===== src/rtl/cpu_ctrl_pkg.sv =====
// State, opcode and bus encodings shared by the SRM control FSM, datapath and memory.
// Build option CTRL_HALT_EN adds the S_HALT state and the halt opcode.
package cpu_ctrl_pkg;

   typedef enum logic [4:0] {
      S_RESET_PC  = 5'd0,
      S_WAIT      = 5'd1,
      S_IF1       = 5'd2,
      S_IF2       = 5'd3,
      S_UPDATE_PC = 5'd4,
      S_DECODE    = 5'd5,
      S_MOV_IM    = 5'd6,
      S_GET_A     = 5'd7,
      S_GET_B     = 5'd8,
      S_ALU       = 5'd9,
      S_ALU_Z     = 5'd10,
      S_WRITE_RD  = 5'd11,
      S_STATUS    = 5'd12,
      S_ADD_IMM   = 5'd13,
      S_LOAD_ADDR = 5'd14,
      S_MEM_RD    = 5'd15,
      S_WRITE_LD  = 5'd16,
      S_GET_RD    = 5'd17,
      S_PASS_B    = 5'd18,
      S_MEM_WR    = 5'd19
`ifdef CTRL_HALT_EN
      , S_HALT    = 5'd20
`endif
   } state_e;

   localparam logic [2:0] OPC_MOV = 3'b110;
   localparam logic [2:0] OPC_ALU = 3'b101;
   localparam logic [2:0] OPC_LDR = 3'b011;
   localparam logic [2:0] OPC_STR = 3'b100;
`ifdef CTRL_HALT_EN
   localparam logic [2:0] OPC_HALT = 3'b111;
`endif

   localparam logic [1:0] OP_MOV_REG = 2'b00;
   localparam logic [1:0] OP_MOV_IMM = 2'b10;
   localparam logic [1:0] OP_ADD     = 2'b00;
   localparam logic [1:0] OP_CMP     = 2'b01;
   localparam logic [1:0] OP_AND     = 2'b10;
   localparam logic [1:0] OP_MVN     = 2'b11;
   localparam logic [1:0] OP_MEM     = 2'b00;

   localparam logic [1:0] VSEL_C     = 2'b00;
   localparam logic [1:0] VSEL_IMM   = 2'b01;
   localparam logic [1:0] VSEL_MDATA = 2'b11;

   localparam logic [1:0] MEM_NONE  = 2'b00;
   localparam logic [1:0] MEM_READ  = 2'b01;
   localparam logic [1:0] MEM_WRITE = 2'b10;

   localparam logic [2:0] NSEL_NONE = 3'b000;
   localparam logic [2:0] NSEL_RM   = 3'b001;
   localparam logic [2:0] NSEL_RD   = 3'b010;
   localparam logic [2:0] NSEL_RN   = 3'b100;

   typedef struct packed {
      logic [1:0] vsel;
      logic       write;
      logic       loada;
      logic       loadb;
      logic       asel;
      logic       bsel;
      logic       loadc;
      logic       loads;
      logic [2:0] nsel;
      logic       load_ir;
      logic       load_pc;
      logic       reset_pc;
      logic       load_addr;
      logic       addr_sel;
      logic [1:0] mem_cmd;
      logic       w;
   } ctrl_out_t;

   // States whose dwell time is stretched by the memory wait counter.
   function automatic logic is_mem_state(input state_e st);
      return (st == S_IF1) || (st == S_MEM_RD) || (st == S_MEM_WR);
   endfunction

endpackage


===== src/rtl/ctrl_wait_counter.sv =====
// Loadable down-counter that stretches memory states; zero_o marks the final cycle.
module ctrl_wait_counter #(
   parameter int WAIT_W = 4
) (
   input  logic              clk,
   input  logic              rst_n,
   input  logic              load_i,
   input  logic [WAIT_W-1:0] load_val_i,
   input  logic              dec_i,
   output logic              zero_o
);

   localparam logic [WAIT_W-1:0] ONE = {{(WAIT_W-1){1'b0}}, 1'b1};

   logic [WAIT_W-1:0] cnt_q;
   logic [WAIT_W-1:0] cnt_d;

   // Load has priority; decrement saturates at zero.
   always_comb begin
      cnt_d = cnt_q;
      if (load_i) begin
         cnt_d = load_val_i;
      end else if (dec_i && (cnt_q != '0)) begin
         cnt_d = cnt_q - ONE;
      end else begin
         cnt_d = cnt_q;
      end
   end

   // Counter register
   always_ff @(posedge clk or negedge rst_n) begin
      if (!rst_n) begin
         cnt_q <= '0;
      end else begin
         cnt_q <= cnt_d;
      end
   end

   assign zero_o = (cnt_q == '0);

endmodule


===== src/rtl/cpu_control_fsm.sv =====
// Multi-cycle SRM controller: fetch, PC update, decode, ALU ops and LDR/STR with memory wait states.
// Defining CTRL_HALT_EN makes opcode 111 enter a terminal halt state; otherwise it is a NOP.
module cpu_control_fsm
   import cpu_ctrl_pkg::*;
#(
   parameter int AUTO_RUN = 0,
   parameter int MEM_WAIT = 0,
   parameter int WAIT_W   = 4
) (
   input  logic       clk,
   input  logic       reset,
   input  logic       s,
   input  logic [2:0] opcode,
   input  logic [1:0] op,
   output logic [1:0] vsel,
   output logic       write,
   output logic       loada,
   output logic       loadb,
   output logic       asel,
   output logic       bsel,
   output logic       loadc,
   output logic       loads,
   output logic [2:0] nsel,
   output logic       load_ir,
   output logic       load_pc,
   output logic       reset_pc,
   output logic       load_addr,
   output logic       addr_sel,
   output logic [1:0] mem_cmd,
   output logic       w
);

   localparam state_e            END_STATE = (AUTO_RUN != 0) ? S_IF1 : S_WAIT;
   localparam logic [WAIT_W-1:0] WAIT_INIT = WAIT_W'(MEM_WAIT);

   state_e    state_q;
   state_e    state_d;
   ctrl_out_t out_q;
   ctrl_out_t out_d;

   logic wait_zero_s;
   logic wait_load_s;
   logic wait_dec_s;
   logic is_mov_im_s;
   logic is_mov_reg_s;
   logic is_add_and_s;
   logic is_mvn_s;
   logic is_cmp_s;
   logic is_ldr_s;
   logic is_str_s;

   assign is_mov_im_s  = (opcode == OPC_MOV) && (op == OP_MOV_IMM);
   assign is_mov_reg_s = (opcode == OPC_MOV) && (op == OP_MOV_REG);
   assign is_add_and_s = (opcode == OPC_ALU) && ((op == OP_ADD) || (op == OP_AND));
   assign is_mvn_s     = (opcode == OPC_ALU) && (op == OP_MVN);
   assign is_cmp_s     = (opcode == OPC_ALU) && (op == OP_CMP);
   assign is_ldr_s     = (opcode == OPC_LDR) && (op == OP_MEM);
   assign is_str_s     = (opcode == OPC_STR) && (op == OP_MEM);

   // The counter is reloaded only on entry, so a held memory state counts down once.
   assign wait_load_s = is_mem_state(state_d) && (state_d != state_q);
   assign wait_dec_s  = is_mem_state(state_q);

   ctrl_wait_counter #(
      .WAIT_W (WAIT_W)
   ) u_wait (
      .clk        (clk),
      .rst_n      (reset),
      .load_i     (wait_load_s),
      .load_val_i (WAIT_INIT),
      .dec_i      (wait_dec_s),
      .zero_o     (wait_zero_s)
   );

   function automatic ctrl_out_t decode_out(input state_e st);
      ctrl_out_t o;
      o         = '0;
      o.vsel    = VSEL_C;
      o.nsel    = NSEL_NONE;
      o.mem_cmd = MEM_NONE;
      case (st)
         S_RESET_PC:  begin o.reset_pc = 1'b1; o.load_pc = 1'b1; end
         S_WAIT:      o.w = 1'b1;
         S_IF1:       begin o.addr_sel = 1'b1; o.mem_cmd = MEM_READ; end
         S_IF2:       begin o.addr_sel = 1'b1; o.mem_cmd = MEM_READ; o.load_ir = 1'b1; end
         S_UPDATE_PC: o.load_pc = 1'b1;
         S_MOV_IM:    begin o.nsel = NSEL_RN; o.vsel = VSEL_IMM; o.write = 1'b1; end
         S_GET_A:     begin o.nsel = NSEL_RN; o.loada = 1'b1; end
         S_GET_B:     begin o.nsel = NSEL_RM; o.loadb = 1'b1; end
         S_ALU:       o.loadc = 1'b1;
         S_ALU_Z:     begin o.asel = 1'b1; o.loadc = 1'b1; end
         S_WRITE_RD:  begin o.nsel = NSEL_RD; o.vsel = VSEL_C; o.write = 1'b1; end
         S_STATUS:    o.loads = 1'b1;
         S_ADD_IMM:   begin o.bsel = 1'b1; o.loadc = 1'b1; end
         S_LOAD_ADDR: o.load_addr = 1'b1;
         S_MEM_RD:    o.mem_cmd = MEM_READ;
         S_WRITE_LD:  begin o.nsel = NSEL_RD; o.vsel = VSEL_MDATA; o.write = 1'b1; o.mem_cmd = MEM_READ; end
         S_GET_RD:    begin o.nsel = NSEL_RD; o.loadb = 1'b1; end
         S_PASS_B:    begin o.asel = 1'b1; o.loadc = 1'b1; end
         S_MEM_WR:    o.mem_cmd = MEM_WRITE;
`ifdef CTRL_HALT_EN
         S_HALT:      o.w = 1'b1;
`endif
         default:     o = '0;
      endcase
      return o;
   endfunction

   // Next-state logic; the IR fields are held stable for the whole instruction.
   always_comb begin
      state_d = state_q;
      case (state_q)
         S_RESET_PC:  state_d = END_STATE;
         S_WAIT:      if (s) state_d = S_IF1; else state_d = S_WAIT;
         S_IF1:       if (wait_zero_s) state_d = S_IF2; else state_d = S_IF1;
         S_IF2:       state_d = S_UPDATE_PC;
         S_UPDATE_PC: state_d = S_DECODE;
         S_DECODE: begin
            if (is_mov_im_s)                     state_d = S_MOV_IM;
            else if (is_mov_reg_s || is_mvn_s)   state_d = S_GET_B;
            else if (is_add_and_s || is_cmp_s)   state_d = S_GET_A;
            else if (is_ldr_s || is_str_s)       state_d = S_GET_A;
`ifdef CTRL_HALT_EN
            else if (opcode == OPC_HALT)         state_d = S_HALT;
            else                                 state_d = END_STATE;
`else
            else                                 state_d = END_STATE;
`endif
         end
         S_GET_A: begin
            if (is_ldr_s || is_str_s)            state_d = S_ADD_IMM;
            else if (is_add_and_s || is_cmp_s)   state_d = S_GET_B;
            else                                 state_d = END_STATE;
         end
         S_GET_B: begin
            if (is_cmp_s)                        state_d = S_STATUS;
            else if (is_mvn_s || is_mov_reg_s)   state_d = S_ALU_Z;
            else if (is_add_and_s)               state_d = S_ALU;
            else                                 state_d = END_STATE;
         end
         S_ALU, S_ALU_Z: state_d = S_WRITE_RD;
         S_ADD_IMM:   state_d = S_LOAD_ADDR;
         S_LOAD_ADDR: begin
            if (is_ldr_s)                        state_d = S_MEM_RD;
            else if (is_str_s)                   state_d = S_GET_RD;
            else                                 state_d = END_STATE;
         end
         S_MEM_RD:    if (wait_zero_s) state_d = S_WRITE_LD; else state_d = S_MEM_RD;
         S_GET_RD:    state_d = S_PASS_B;
         S_PASS_B:    state_d = S_MEM_WR;
         S_MEM_WR:    if (wait_zero_s) state_d = END_STATE; else state_d = S_MEM_WR;
         S_MOV_IM, S_WRITE_RD, S_STATUS, S_WRITE_LD: state_d = END_STATE;
`ifdef CTRL_HALT_EN
         S_HALT:      state_d = S_HALT;
`endif
         default:     state_d = S_RESET_PC;
      endcase
      out_d = decode_out(state_d);
   end

   // State and Moore outputs registered together so outputs always match the current state.
   always_ff @(posedge clk or negedge reset) begin
      if (!reset) begin
         state_q <= S_RESET_PC;
         out_q   <= decode_out(S_RESET_PC);
      end else begin
         state_q <= state_d;
         out_q   <= out_d;
      end
   end

   assign vsel      = out_q.vsel;
   assign write     = out_q.write;
   assign loada     = out_q.loada;
   assign loadb     = out_q.loadb;
   assign asel      = out_q.asel;
   assign bsel      = out_q.bsel;
   assign loadc     = out_q.loadc;
   assign loads     = out_q.loads;
   assign nsel      = out_q.nsel;
   assign load_ir   = out_q.load_ir;
   assign load_pc   = out_q.load_pc;
   assign reset_pc  = out_q.reset_pc;
   assign load_addr = out_q.load_addr;
   assign addr_sel  = out_q.addr_sel;
   assign mem_cmd   = out_q.mem_cmd;
   assign w         = out_q.w;

endmodule


===== config.mk =====
export PLATFORM = sky130hd
export DESIGN_NAME = cpu_control_fsm
export DESIGN_NICKNAME = d
export VERILOG_FILES = /design/src/rtl/cpu_ctrl_pkg.sv /design/src/rtl/ctrl_wait_counter.sv /design/src/rtl/cpu_control_fsm.sv
export SDC_FILE = /design/constraint.sdc
export NUM_CORES = 1
export LEC_CHECK = 0
export CAP_MARGIN = 15
export CORE_MARGIN = 2
export CORE_UTILIZATION = 54
export CTS_CLUSTER_DIAMETER = 40
export DETAILED_ROUTE_END_ITERATION = 12
export GPL_ROUTABILITY_DRIVEN = 0
export HOLD_SLACK_MARGIN = 0.03
export PLACE_DENSITY = 0.8
export SYNTH_ARGS = -nofsm -noshare
export SYNTH_HDL_FRONTEND = slang
export SYNTH_SLANG_ARGS = --single-unit
export TNS_END_PERCENT = 20

===== constraint.sdc =====
create_clock -name clk -period 7.45 [get_ports clk]
set_input_delay 1.1175 -clock clk [delete_from_list [all_inputs] [get_ports clk]]
set_output_delay 1.1175 -clock clk [all_outputs]
set_load 0.05 [all_outputs]

==> flow_summary.toml <==
[sta]
slew_headroom_pct = 50.0
rsz0062_at_grt = "no"
tns_ns = 0
fin_crit_sh_pct = 50.0
whs_ns = 0.599
hold_viol = 0
post-route-min-period_ns = 3.73
fin_skew_ns = 0.0128
finalSetupViolCount = 0
clock.fmax_ghz = 0.268
slew_viol_final = 0
worstMarginPinSlew_ns = 0.749

[setup_path]
r2r_end = "u_wait.cnt_q[1]"
worstPathRequired_ns = 7.64
path_class = "input port to flip-flop"
r2r_start = "u_wait.cnt_q[1]"
r2r_setup_slack_ns = 4.35
startpoint_type = "input port"
cp_max_fo = 13
arrival_ns = 3.92
reg2reg_depth = 9
critPathCaptureType = "flip-flop"

[synth]
synth_top_cell_by_area = "dfrtp_1"
synth_edf_count = 0
synth_area_per_cell_um2 = 9.42
synth.most_common_cell = "dfrtp_1"
synth-seq-area-share_pct = 39.9
syn_area_um2 = 1830
ys_top_cells_by_count = "dfrtp_1 (27), nor2_1 (20), inv_1 (11)"
yosysUniqueCellTypes = 63
yosys_register_bits = 29
syn_inst = 194
synth_nets = 203
synth.top_cell.area_share_pct = 37.0
yosysWarnings = 0
ys_top_cells_by_area = "dfrtp_1 (37%), nor2_1 (4.1%), dfstp_2 (2.9%), o21ai_0 (2.5%), nor2b_1 (2.4%)"
synthArstFlopShare_pct = 100
synth_flop_cell = "dfrtp_1"

[final_layout]
areaGrowthSynthToFinish_pct = 16.7
drive_gt1_share_pct = 11.6
multi_input_area_um2 = 962
fillers = 283
fin_util_pct = 64.9
antennaDiodeCount = 0
seq_area_um2 = 728
fin_nets = 223
final_cells = 261

[floorplanning]
die_w_um = 62.2
design.die.area_um2 = 3860
fp.coreArea_um2 = 3280
io_pins = 28
fp-row-count = 21
start_util_pct = 55.6
die_h_um = 62.2

[clocking]
clk_latency_ns = 0.33
cts_buffer_depth = 2
cts_resized = 0
postCtsSetupRepairBufs = 0
cts-htree-levels = 2
hold_buffers = 0
numCtsBuffers = 5
cts_root_buffer = "clkbuf_4"
path_clk_slew_ns = 0.09
cts_tree = "yes"
clock-sinks = 29

[global_route]
grt_max_degree = 30
grt_pass1_wl_um = 7710
first_global_vias = 1659
overflow = 0
antenna_found_initial = 0
grt_usage_pct = 25.1

[place]
dp_cells = 253
io_buffers = 27
post-dp-hpwl_um = 3210

[detailed_routing]
via_per_inst = 6.24
vias = 1629
drc = 0
ant_nets = 0
wl_um = 4320
first_pass_iters = 4
wire_per_inst_um = 16.6
drt_iter0_markers = 92

[power_and_ir_drop]
pwr_density_cell_nw_per_um2 = 346
leakage_nw = 0.896
irDropWorstVdd_mv = 0.210

[hold_path]
min_path_cells = 2
hp-class = "flip-flop to flip-flop"
hp-start = "u_wait.cnt_q[2]"
worst_hold_path.endpoint = "u_wait.cnt_q[2]"

[outcome]
status = "complete, no violations"

[flow_run]
drv_cap = 0
[cell usage in the layout (no fill, tap or decap), drive strengths merged, types with 2 or more instances in the layout]
cell	Yosys	final
nor2b	7	7
nand3	7	7
or3b	3	3
and2	3	3
a21oi	8	8
nor4	4	4
xnor2	2	2
clkdlybuf4s50	0	27
o21ai	12	12
mux2i	3	3
dfrtp	27	27
nand2	9	9
inv	12	12
a211oi	3	3
or3	2	2
nor3b	5	5
and4	2	2
nand2b	4	4
a2111oi	2	2
a221oi	2	2
o31ai	3	3
dfstp	2	2
clkbuf	6	8
nor2	21	21
a32oi	2	2
o21a	5	5
nor3	3	3
and3	3	3
o211ai	2	2
[sequential cells by signal (all words and copies together) (netlist names), 2 cells and up]
signal,cells
state_q,5
mem_cmd,2
u_wait.cnt_q,4
vsel,2
nsel,3
[final cells by class]
class                   count  area share [%]
repair buffers             28            13.0
clock buffers               8            2.76
inverters                  12            2.23
flip-flops and latches     29            34.2
multi-input cells         138            45.1
well taps                  46            2.70
[metal layers]
layer / vias up / wire length (µm) / global-route usage, %
met1: 786 / 1730 / 29.3
li1: 753 / - / -
met5: - / 0 / 0
met4: 0 / 187 / 14.4
met2: 69 / 2180 / 42.5
met3: 21 / 228 / 5.62
[kinds of logic after synthesis]
group | Yosys count | share of synthesized area, %
multiplexers | 3 | 1.64
XOR/XNOR | 2 | 0.959
AND/OR/NAND/NOR | 81 | 25.8
AO/OA/AOI/OAI | 51 | 23.6
buffers and inverters | 27 | 7.47
flip-flops | 29 | 39.9
adder cells (fa/ha/maj) | 1 | 0.685
[through the flow]
stage / instance area, µm² / total power, mW / setup WS, ns
detailed placement: 2070 / 0.638 / 3.50
finish: 2130 / 0.738 / 3.72
global route: 2130 / 0.790 / 3.56
global placement: 2070 / 0.624 / 3.63
floorplan: 1830 / 0.563 / 4.38
CTS: 2130 / 0.734 / 3.81
[how the worst max path moves through the flow]
stage	to	from
2_1_floorplan	u_wait.cnt_q[2]	opcode[0]
3_3_place_gp	u_wait.cnt_q[2]	opcode[1]
3_5_place_dp	u_wait.cnt_q[1]	opcode[1]
4_1_cts	u_wait.cnt_q[1]	opcode[1]
5_1_grt	u_wait.cnt_q[1]	opcode[1]
6_report	u_wait.cnt_q[1]	opcode[1]
[power breakdown]
part           switching (mW)  leakage, nW  internal (mW)
combinational           0.247        0.480          0.144
clock                  0.0493       0.0326         0.0465
sequential             0.0580        0.384          0.193
[critical path, stage by stage]
cell	delay, ns
clkdlybuf4s50_1	0.73
nor4b_1	0.55
o21ai_0	0.25
o311ai_1	0.55
o21ai_1	0.23
o31ai_4	0.35
a221oi_2	0.13
(Power assumes the default switching activity.)
